`src/rtl/usr_serial_ctrl.sv`:
```
// Serial sequencing controller: accepts a parallel word over valid/ready, then
// drives a universal shift register to stream it out one bit per accepted beat.
module usr_serial_ctrl #(
   parameter int WIDTH = 8
) (
   input  logic             i_clk,
   input  logic             i_rst_n,
   input  logic             i_in_valid,
   output logic             o_in_ready,
   input  logic [WIDTH-1:0] i_in_data,
   input  logic             i_in_dir,
   input  logic             i_ser_ready,
   output logic             o_ser_valid,
   output logic             o_ser_out,
   input  logic             i_abort,
   output logic             o_busy,
   output logic             o_done,
   output logic [1:0]       o_mode_out
);

   localparam int CW = $clog2(WIDTH + 1);
   localparam logic [CW-1:0] CNT_ZERO = {CW{1'b0}};
   localparam logic [CW-1:0] CNT_ONE  = {{(CW-1){1'b0}}, 1'b1};
   localparam logic [CW-1:0] CNT_LAST = CW'(WIDTH - 1);

   localparam logic [1:0] MODE_HOLD = 2'b00;
   localparam logic [1:0] MODE_LOAD = 2'b01;
   localparam logic [1:0] MODE_SHR  = 2'b10;
   localparam logic [1:0] MODE_SHL  = 2'b11;

   typedef enum logic [1:0] {
      ST_IDLE  = 2'd0,
      ST_SHIFT = 2'd1,
      ST_DONE  = 2'd2
   } state_t;

   state_t           r_state;
   state_t           w_state_nxt;
   logic [WIDTH-1:0] r_q;
   logic [WIDTH-1:0] w_q_nxt;
   logic             r_dir;
   logic             w_dir_nxt;
   logic [CW-1:0]    r_cnt;
   logic [CW-1:0]    w_cnt_nxt;
   logic [1:0]       w_mode;
   logic             w_clr;

   // State and datapath registers.
   always_ff @(posedge i_clk or negedge i_rst_n) begin
      if (!i_rst_n) begin
         r_state <= ST_IDLE;
         r_q     <= {WIDTH{1'b0}};
         r_dir   <= 1'b0;
         r_cnt   <= CNT_ZERO;
      end else begin
         r_state <= w_state_nxt;
         r_q     <= w_q_nxt;
         r_dir   <= w_dir_nxt;
         r_cnt   <= w_cnt_nxt;
      end
   end

   // Next-state, register mode selection and handshake outputs.
   always_comb begin
      w_state_nxt = r_state;
      w_mode      = MODE_HOLD;
      w_clr       = 1'b0;
      w_dir_nxt   = r_dir;
      w_cnt_nxt   = r_cnt;
      o_in_ready  = 1'b0;
      o_ser_valid = 1'b0;
      o_ser_out   = 1'b0;
      o_busy      = 1'b0;
      o_done      = 1'b0;
      case (r_state)
         ST_IDLE: begin
            o_in_ready = 1'b1;
            if (i_in_valid) begin
               w_mode      = MODE_LOAD;
               w_dir_nxt   = i_in_dir;
               w_cnt_nxt   = CNT_ZERO;
               w_state_nxt = ST_SHIFT;
            end else begin
               w_state_nxt = ST_IDLE;
            end
         end
         ST_SHIFT: begin
            o_ser_valid = 1'b1;
            o_busy      = 1'b1;
            o_ser_out   = r_dir ? r_q[WIDTH-1] : r_q[0];
            // abort wins over an accepted beat; the in-flight bit is dropped
            if (i_abort) begin
               w_clr       = 1'b1;
               w_cnt_nxt   = CNT_ZERO;
               w_state_nxt = ST_IDLE;
            end else if (i_ser_ready) begin
               w_mode      = r_dir ? MODE_SHL : MODE_SHR;
               w_cnt_nxt   = r_cnt + CNT_ONE;
               w_state_nxt = (r_cnt == CNT_LAST) ? ST_DONE : ST_SHIFT;
            end else begin
               w_state_nxt = ST_SHIFT;
            end
         end
         ST_DONE: begin
            o_done      = 1'b1;
            o_busy      = 1'b1;
            w_state_nxt = ST_IDLE;
         end
         default: begin
            w_clr       = 1'b1;
            w_cnt_nxt   = CNT_ZERO;
            w_state_nxt = ST_IDLE;
         end
      endcase
   end

   // Universal shift register: hold / load / shift right / shift left.
   always_comb begin
      w_q_nxt = r_q;
      if (w_clr) begin
         w_q_nxt = {WIDTH{1'b0}};
      end else begin
         case (w_mode)
            MODE_LOAD: w_q_nxt = i_in_data;
            MODE_SHR:  w_q_nxt = {1'b0, r_q[WIDTH-1:1]};
            MODE_SHL:  w_q_nxt = {r_q[WIDTH-2:0], 1'b0};
            default:   w_q_nxt = r_q;
         endcase
      end
   end

   assign o_mode_out = w_mode;

endmodule
```
`config.mk`:
```
export PLATFORM = sky130hd
export DESIGN_NAME = usr_serial_ctrl
export DESIGN_NICKNAME = d
export VERILOG_FILES = /design/src/rtl/usr_serial_ctrl.sv
export SDC_FILE = /design/constraint.sdc
export NUM_CORES = 1
export LEC_CHECK = 0
export BUFFER_PORTS_ARGS = -buffer_cell sky130_fd_sc_hd__buf_2
export CORE_AREA = 4 4 49 51
export DETAILED_ROUTE_END_ITERATION = 12
export DIE_AREA = 0 0 53 55
export PLACE_DENSITY = 0.77
export SETUP_SLACK_MARGIN = 0.5
export SYNTH_ARGS = -nofsm -noshare
export SYNTH_HDL_FRONTEND = slang
export SYNTH_SLANG_ARGS = --single-unit
```
`constraint.sdc`:
```
create_clock -name i_clk -period 1.7 [get_ports i_clk]
set_input_delay 0.34 -clock i_clk [delete_from_list [all_inputs] [get_ports i_clk]]
set_output_delay 0.34 -clock i_clk [all_outputs]
set_load 0.01 [all_outputs]
```
======== Word level (Yosys, flattened, before mapping) ========
Index checks and enable logic that the tools add are counted.
word-level totals
  register bits after elaboration ......... 15
  output and inout port bits .............. 7
cells by class
  multiplexer cells ....................... 23
  add/sub/neg operators ................... 1
  equal/unequal tests ..................... 8
  bitwise operators ....................... 1
  reduce and logical (&&, ||, !) cells .... 6
operator list
  kind                                                 number
  case mux 8 bit (3 select lines)                      1
  two-way mux 4 bit                                    3
  case mux 4 bit (3 select lines)                      1
  two-way mux 2 bit                                    5
  two-way mux 1 bit                                    9
  two-way mux 8 bit                                    1
  case mux 2 bit (2 select lines)                      2
  equality test 2 bit, second input constant           3
  adder 4 x 1 -> 4 bit, second input constant          1
  equality test 2 x 1 -> 1 bit, second input constant  2
  equality test 4 x 3 -> 1 bit, second input constant  1
  nonzero test 4 bit                                   1
  OR reduction 2 bit                                   2
  != test 3 bit, second input constant                 1
  AND reduction 3 bit                                  1
  logical NOT 2 bit                                    1
  != test 2 bit, second input constant                 1
  case mux 1 bit (2 select lines)                      1
  AND reduction 2 bit                                  1
  inverter 1 bit                                       1

======== Longest topological paths before layout ========
  depth after elaboration ................. 7
  mapped depth ............................ 7
  depth with buffers taken out ............ 6

======== Least setup slack after synthesis ========
Ideal clock, no wire load.
  path kind ............................... register to output
  start ................................... register r_state[1]
  end ..................................... output o_mode_out[0]
  cell stages (with the launch flop) ...... 8
  path buffers ............................ 1
  setup slack ............................. 75 ps
  arrival ................................. 1285 ps
  required time ........................... 1360 ps
  path through ............................ dfrtp_1 -> inv_1 -> ha_1 -> nand3b_2 -> buf_6 -> inv_2 -> nand2_1 -> nand2_1
between the ends
  cells in the longest elaborated chain, start to end .. 2
  elaborated cells between the ends (all ways) .. 3
  classes of those cells .................. 1 x eq/ne; 1 x mux; 1 x reduce/logical
ends and longest elaborated chain
  item                                                               line  RTL
  from (decl)                                                        37    state_t r_state;
  from (signal assigned)                                             56    r_state <= w_state_nxt;
  equality test 2 x 1 -> 1 bit or logical NOT 2 bit (tied branches)  75    case (r_state)
  case mux 2 bit (2 select lines) (*)                                75
  to (decl)                                                          18    output logic [1:0] o_mode_out
Every way passes the cells marked *; elsewhere a longest branch is shown, timed or not.

======== Worst setup path in the final report ========
Ends and elaborated chain as after synthesis.

==> flow_summary.ini <==
[logic_synthesis]
synth_enable_flop_cells = 0
synth_cells = 88
async_flop_share = 1.00
synth_flop_cell = dfrtp_1
syn_area_um2 = 862
synthDistinctLibCells = 30
syn_nets = 106
avgSynthCellArea_um2 = 9.80
ys_seq_elements = 15
ys_seq_area_frac = 0.435
ys_warn_count = 0

[critical_path]
cpMostUsedCell = nand2_2
cp_slowest_stage_delay_ns = 0.40
reg2reg_to = r_q[6]
critPathTopFamily = flip-flops
worstPathRequired_ns = 1.36
start_kind = flop
crit_fanout = 4
critPathArrivalTime_ns = 1.33
r2r-start = r_state[1]
cp-startpoint = r_state[1]
crit_type = flop to primary output
worstPathCellList = inv_2 -> ha_4 -> nand3b_4 -> inv_4 -> nand2_2 -> nand2_2 -> buf_6
r2r_cells = 6
critPathBufInv = 3
r2r_setup_slack_ns = 0.10
crit_path_end_kind = primary output
crit_slowest_cell = dfrtp_1

[routing]
top_layer = met4
wl_met2_um = 1020
wl_per_cell_um = 14.5
via_per_inst = 5.37
detail_route.first_pass.iterations = 4
drc = 0
wl_um = 2140
drtIter0Drc = 16
wl_met1_um = 999
route.antenna.remaining_nets = 0
wl_met3_um = 99
num_vias = 795

[sta]
max_freq_mhz = 600
finalHoldViolCount = 0
relSlewSlack = 0.777
period_minus_slack_ns = 1.67
whs_ns = 0.286
setup_ws_ns = 0.0341
worst_pin_slew_ns = 0.334
grt_setup_unrepaired = true
finalSetupViolations = 0
slew_violations = 0
period_share = 0.980
worst_clock_skew_ns = 0.00206

[clock_network]
cts_buffers = 3
clock_path_buffers = 2
cts-root-buf = clkbuf_4
cts_tree = yes
clkTransAtPathRegs_ns = 0.09
clock_latency_ns = 0.28
h-tree-depth = 1
cts.sinks = 15

[power_and_ir_drop]
power_density_nw_per_um2 = 807
leakage_nw = 0.575
irDropWorstVdd_mv = 0.524

[layout]
mostFrequentLayoutCells = buf_2, dfrtp_1, o21ai_1
finalNetCount = 140
fillerInstances = 155
area_growth_pct = 49.2
antenna_cells = 0
drive_above_1_share = 0.545
finish.instance_area_um2 = 1290

[floorplan]
die_x_um = 53
coreArea_um2 = 1940
die_y_um = 55
io_pins = 21
fp.dieArea_um2 = 2920
num_rows = 16
initial_utilization = 0.444

[flow_run]
cap_violations = 0

[placement]
dp_hpwl_um = 1380
place_area_um2 = 1030
globalplace.congestion = 0.797
post-place-ws_ns = 0.186
io_buffers = 20

[global_route]
grt_usage = 0.158
grt_pass1_vias = 743
antenna_found_initial = 0
grt_overflow = 0
grt_pass1_wl_um = 3320
grt_max_degree = 16

[hold_path]
holdPathEnd = r_dir
hold_path_class = input port to flop
holdPathStages = 2
hold_start = i_in_dir

[run_status]
status = completed
worst max-delay path by stage:
stage,to,depth (start not counted)
finish,o_mode_out[0],7
global route,o_mode_out[0],7
CTS,o_mode_out[0],7
detailed placement,o_mode_out[0],7
global placement,o_mode_out[0],7
floorplan,o_mode_out[0],7
routing by layer:
metal | GRT usage | vias to the layer above
li1 | - | 397
met1 | 0.222 | 377
met2 | 0.236 | 17
met3 | 0.0349 | 4
met4 | 0.0638 | 0
met5 | 0 | -
what timing repair did:
item	in CTS	in global routing
gates resized for setup	19	15
pin swaps	9	6
endpoints found under the setup margin	20	22
hold endpoints to repair	15	0
buffers inserted	7	3
hold buffers	1	0
state kept, by name, summed over array words and instances (netlist names):
signal / flops
r_q: 8
r_state: 2
r_cnt: 4
r_dir: 1
Yosys cell counts (2+ instances only):
library cell	count	area share
a22oi_1	13	0.11
inv_1	5	0.022
o21ai_0	5	0.029
ha_1	4	0.058
nand4_1	2	0.015
dfrtp_1	15	0.44
o21ai_1	8	0.046
a21oi_1	4	0.023
nand2_1	8	0.035
nor2_1	2	0.0087
o31ai_1	3	0.026
stage by stage:
step	std cells	total power, mW	util	setup TNS, ns
after floorplan	88	0.640	-	0
after global placement	133	0.707	0.530	0
after detailed placement	133	0.715	0.530	0
after CTS	145	0.983	0.617	0
after global routing	148	1.09	0.662	-0.0266
final	148	1.04	0.662	0
power breakdown:
group	internal [mW]	switching (mW)
clock network	0.0912	0.113
registers	0.408	0.0633
logic	0.189	0.174
total	0.688	0.351
area by class of cell:
type / count / area (µm²) / share of cell area
multi-input combinational: 65 / 598 / 0.465
clock buffer: 4 / 26.3 / 0.0204
tap: 27 / 33.8 / 0.0263
sequential: 15 / 377 / 0.293
timing repair buffer: 31 / 226 / 0.176
inverter: 6 / 25.0 / 0.0195
logic make-up after synthesis:
| kind of cell | Yosys count | share of synthesized area |
|---|---|---|
| buffers and inverters | 8 | 0.0450 |
| DFF | 15 | 0.435 |
| muxes | 2 | 0.0247 |
| and+or+nand+nor | 22 | 0.148 |
| adders and majority gates | 4 | 0.0581 |
| AOI/OAI and AO/OA | 37 | 0.289 |
(Power assumes the default switching activity.)
